**config.mk**
```make
export PLATFORM = sky130hd
export DESIGN_NAME = count_blinker
export DESIGN_NICKNAME = d
export VERILOG_FILES = /design/src/rtl/count_blinker.sv
export SDC_FILE = /design/constraint.sdc
export NUM_CORES = 1
export LEC_CHECK = 0
export ABC_AREA = 1
export CORE_ASPECT_RATIO = 1.2
export CORE_MARGIN = 2
export CORE_UTILIZATION = 59
export CTS_CLUSTER_DIAMETER = 50
export DETAILED_ROUTE_END_ITERATION = 8
export PLACE_DENSITY_LB_ADDON = 0.05
export SETUP_SLACK_MARGIN = 0.15
export SYNTH_ARGS = -nofsm -noshare
export SYNTH_HDL_FRONTEND = slang
export SYNTH_SLANG_ARGS = --single-unit
```
**constraint.sdc**
```tcl
create_clock -name clk -period 3.8 [get_ports clk]
set_input_delay 0.38 -clock clk [delete_from_list [all_inputs] [get_ports clk]]
set_output_delay 0.38 -clock clk [all_outputs]
set_load 0.005 [all_outputs]
```
**src/rtl/count_blinker.sv**
```systemverilog
// ---------------------------------------------------------------------------
// count_blinker
//
// Purpose:
//   Turns a 4-bit count into a train of LED pulses so the game can show a
//   number as N blinks. One accepted start strobe produces one complete frame:
//   N pulses of ON_CYCLES high separated by OFF_CYCLES low, then a trailing
//   GAP_CYCLES low gap, then a one-cycle done pulse. A count of zero produces
//   only the trailing gap.
//
// Parameters:
//   ON_CYCLES   clocks the LED is high per pulse            (1..255)
//   OFF_CYCLES  clocks the LED is low between pulses        (1..255)
//   GAP_CYCLES  clocks of trailing low gap before done      (1..255)
//
// Ports:
//   clk        in   1  clock, all logic on the rising edge
//   rst        in   1  synchronous reset, active-low
//   start      in   1  frame request, sampled only while idle
//   value      in   4  number of pulses, captured when start is accepted
//   led        out  1  registered pulse train
//   busy       out  1  high while a frame is in progress
//   done       out  1  one-cycle pulse in the first idle cycle after a frame
//   remaining  out  4  pulses not yet started in the current frame
// ---------------------------------------------------------------------------
module count_blinker #(
  parameter int ON_CYCLES  = 8,
  parameter int OFF_CYCLES = 8,
  parameter int GAP_CYCLES = 16
) (
  input  logic       clk,
  input  logic       rst,
  input  logic       start,
  input  logic [3:0] value,
  output logic       led,
  output logic       busy,
  output logic       done,
  output logic [3:0] remaining
);

  localparam logic [1:0] IDLE = 2'd0;
  localparam logic [1:0] ON   = 2'd1;
  localparam logic [1:0] OFF  = 2'd2;
  localparam logic [1:0] GAP  = 2'd3;

  // The timer is loaded with length-1 and the phase ends on the edge where it
  // reads zero, so a phase lasts exactly its parameter in cycles.
  localparam logic [7:0] ON_LOAD  = 8'(ON_CYCLES - 1);
  localparam logic [7:0] OFF_LOAD = 8'(OFF_CYCLES - 1);
  localparam logic [7:0] GAP_LOAD = 8'(GAP_CYCLES - 1);

  logic [1:0] state;
  logic [1:0] state_next;
  logic [7:0] timer;
  logic [7:0] timer_next;
  logic       timer_zero;
  logic       led_next;
  logic       busy_next;
  logic       done_next;
  logic [3:0] remaining_next;

  assign timer_zero = (timer == 8'd0);

  // Next-state logic. Every output is computed here and registered below, so
  // led/busy/done/remaining change only on clock edges and have no
  // combinational path from start or value.
  always_comb begin
    state_next     = state;
    timer_next     = timer;
    led_next       = led;
    busy_next      = busy;
    done_next      = 1'b0;
    remaining_next = remaining;

    case (state)
      IDLE: begin
        led_next  = 1'b0;
        busy_next = 1'b0;
        if (start) begin
          busy_next = 1'b1;
          if (value != 4'd0) begin
            // The first pulse starts on the accept edge, so it already counts
            // as started and remaining drops by one immediately.
            state_next     = ON;
            led_next       = 1'b1;
            remaining_next = value - 4'd1;
            timer_next     = ON_LOAD;
          end else begin
            state_next     = GAP;
            led_next       = 1'b0;
            remaining_next = 4'd0;
            timer_next     = GAP_LOAD;
          end
        end
      end

      ON: begin
        if (timer_zero) begin
          led_next = 1'b0;
          if (remaining != 4'd0) begin
            state_next = OFF;
            timer_next = OFF_LOAD;
          end else begin
            state_next = GAP;
            timer_next = GAP_LOAD;
          end
        end else begin
          timer_next = timer - 8'd1;
        end
      end

      OFF: begin
        if (timer_zero) begin
          state_next     = ON;
          led_next       = 1'b1;
          remaining_next = remaining - 4'd1;
          timer_next     = ON_LOAD;
        end else begin
          timer_next = timer - 8'd1;
        end
      end

      GAP: begin
        if (timer_zero) begin
          // busy falls on the same edge that done rises.
          state_next = IDLE;
          busy_next  = 1'b0;
          done_next  = 1'b1;
        end else begin
          timer_next = timer - 8'd1;
        end
      end

      default: begin
        state_next     = IDLE;
        led_next       = 1'b0;
        busy_next      = 1'b0;
        remaining_next = 4'd0;
        timer_next     = 8'd0;
      end
    endcase
  end

  // State and output registers. Reset is synchronous and aborts any frame in
  // progress without a done pulse; the LED drops on the reset edge.
  always_ff @(posedge clk) begin
    if (!rst) begin
      state     <= IDLE;
      timer     <= 8'd0;
      led       <= 1'b0;
      busy      <= 1'b0;
      done      <= 1'b0;
      remaining <= 4'd0;
    end else begin
      state     <= state_next;
      timer     <= timer_next;
      led       <= led_next;
      busy      <= busy_next;
      done      <= done_next;
      remaining <= remaining_next;
    end
  end

endmodule

```
==> results.md <==
* Setup ws final at roughly 2000 ps
* Fmax achieved at approximately 0.55 GHz
* Worst relative slew slack at about 75%
* Total grt overflow at 0
* Post_cts resized at 0
* Worst R2R Setup Slack at slightly below 2000 ps
* Antenna cells at 0
* Cts hold-fix bufs at 0
* Ys Warns at 0
* Lkg Pwr at 0.6440 nW
* Worst Clk Skew at around 4.7 ps
* CTS max path bufs at 2
* Sequential fraction of the synthesis area at between 20 and 30%
* Setup CP Type: reg -> reg
* Drt via density at roughly 5.4
* Area contributors post-synth: dfxtp_1, nand2_1, nor2_1, ha_1, inv_1
* Status: finished, final reports clean
* Die width at approximately 45 µm
* Core area at about 0.0019 mm²
* Critical path startpoint: state[0]
* Asr flop ratio synth at 0%
* Layout area overhead at 13.33%
* Hold crit path type: reg -> reg
* Total Routed Length at ~2600 µm
* Post-DP HPWL at between 2000 and 2500 µm
* CP Capture Point: state[0]
* Via count at 1209
* H-tree levels at 1
* Largest net degree at the start of global routing at 12
* Cell count after synthesis at roughly 190
* Syn nets at ~200
* Total GRT Usage at 25.19%
* Most common cell in the synthesized netlist: nand2_1
* Startpoint Class: flop
* Routed len/inst at between 10 and 15 µm
* Max-slew violations at 0
* # setup viols final at 0
* Worst R2R End: state[0]
* Post-layout util at a little over 70%
* Iteration-0 DRC count of the detailed router at 34
* R2r worst-path depth at 9
* Root Buffer: clkbuf_4
* Crit-path max FO at 8
* RSZ-0062 raised after global routing: false
* FF+latch count, synth at 17
* Number of hold violations in the final report at 0
* Layout cells sized above 1 at 6.404%
* ANT nets after route at 0
* First-pass GRT wire length at roughly 4400 µm
* Initial Utilization at between 60% and 70%
* Die height at between 50 and 60 µm
* Most area-hungry cell type in the Yosys netlist: dfxtp_1
* RD Place Congestion at about 0.83
* PwrDens at 839.6 mW/mm²
* Mapped cell area at 0.001201 mm²
* Peak supply drop at approximately 550 µV
* Postcts setup bufs at 0
* Clk pin slew, worst setup/hold paths at ~100 ps
* Syn_area_per_cell at about 6.4 µm²
* Sink Count at 17
* Die area at 0.002414 mm²
* Total negative slack at 0 ps
* Post-synth EDFFs at 0
* Row count at 17
* Clock tree from TritonCTS: built
* DR pass1 iterations at 4
* WP data required at ~4000 ps
* Synth top area share at between 20% and 30%
* Initial antenna violation count at 0
* Vias in the first global route at 1078
* Synth top cells by count: nand2_1, nor2_1, inv_1
* Final #Nets at approximately 220
* Period utilisation layout at slightly below 50%
* Clk Latency, worst-skew pair at 300 ps
* Worst-margin pin slew at about 370 ps
* Drc violations at 0
* Max Cap Violations at 0
* CP arrival at approximately 2100 ps
* I/O pins at 14
* TritonCTS Buffers at 3
* Reg2Reg Launch Point: state[0]
* Prevailing post-synth register cell: dfxtp_1
* CP endpoint kind: flop
* PortBufs at 13
* Synth cell types at 26
* Pre-CTS setup slack at 2037 ps
* Min Tclk post-route at 1826 ps
## cells by family after synthesis
family          share of synthesized area [%]
flops                                   28.33
compound gates                          12.92
simple gates                            39.90
xor+xnor                                1.459
buf+inv                                 9.062
fa+ha+maj                               8.334
## cell usage in the layout (no fill, tap or decap), drive strengths merged, types with 2 or more instances in the layout
cell type | Yosys | final
nand3 | 9 | 9
clkbuf | 0 | 3
clkdlybuf4s50 | 0 | 13
o211ai | 4 | 4
ha | 8 | 8
clkinv | 1 | 2
nand2 | 54 | 54
nand4 | 5 | 5
dfxtp | 17 | 17
a21oi | 9 | 9
nor2 | 37 | 37
o21ai | 13 | 13
inv | 22 | 22
## state kept, by name, summed over array words and instances (netlist names)
register	count
done	1
timer	8
busy	1
led	1
state	2
remaining	4
## layout make-up
class	instances	area [µm²]
sequential	17	340.3
timing repair buffer	13	130.1
tap	19	23.77
clock inverter	1	5.005
multi-input combinational	146	752.0
fill	167	510.5
clock buffer	3	22.52
inverter	23	87.58
## worst min-delay path by stage
| stage | cells past startpoint | end | from |
|---|---|---|---|
| floorplan | 2 | busy | busy |
| global placement | 2 | busy | busy |
| detailed placement | 2 | busy | busy |
| CTS | 2 | busy | busy |
| global route | 2 | busy | busy |
| finish | 2 | busy | busy |
## through the flow
stage	std cells	power, W	hold WS [ps]	area [µm²]
after floorplan	189	0.0008680	454.1	1201
after global placement	218	0.001021	454.1	1334
after detailed placement	218	0.001041	467.9	1334
after CTS	222	0.001146	483.1	1361
after global routing	222	0.001262	522.1	1361
final	222	0.001143	480.2	1361
## layer usage
layer  up-vias  wire length [µm]  global-route usage (%)
met5         -                 0                       0
met4         0                61                   11.76
met3         7                77                   2.730
met2        25              1330                   47.14
met1       547              1162                   27.23
li1        630                 -                       -
## critical path: stages, from the launching register on
cell,delay [ps]
dfxtp_1,430
inv_1,90
ha_1,310
clkinv_2,120
nand2_1,80
nor2_1,290
o21ai_1,170
inv_1,100
nand2_1,50
a21oi_1,120
## power breakdown
part / switching (W) / internal (W) / total (W)
sequential: 0.0000576 / 0.000239 / 0.000297
combinational: 0.000460 / 0.000288 / 0.000748
clock: 0.0000583 / 0.0000393 / 0.0000976
Note: power is estimated with default switching activity, not from simulation.
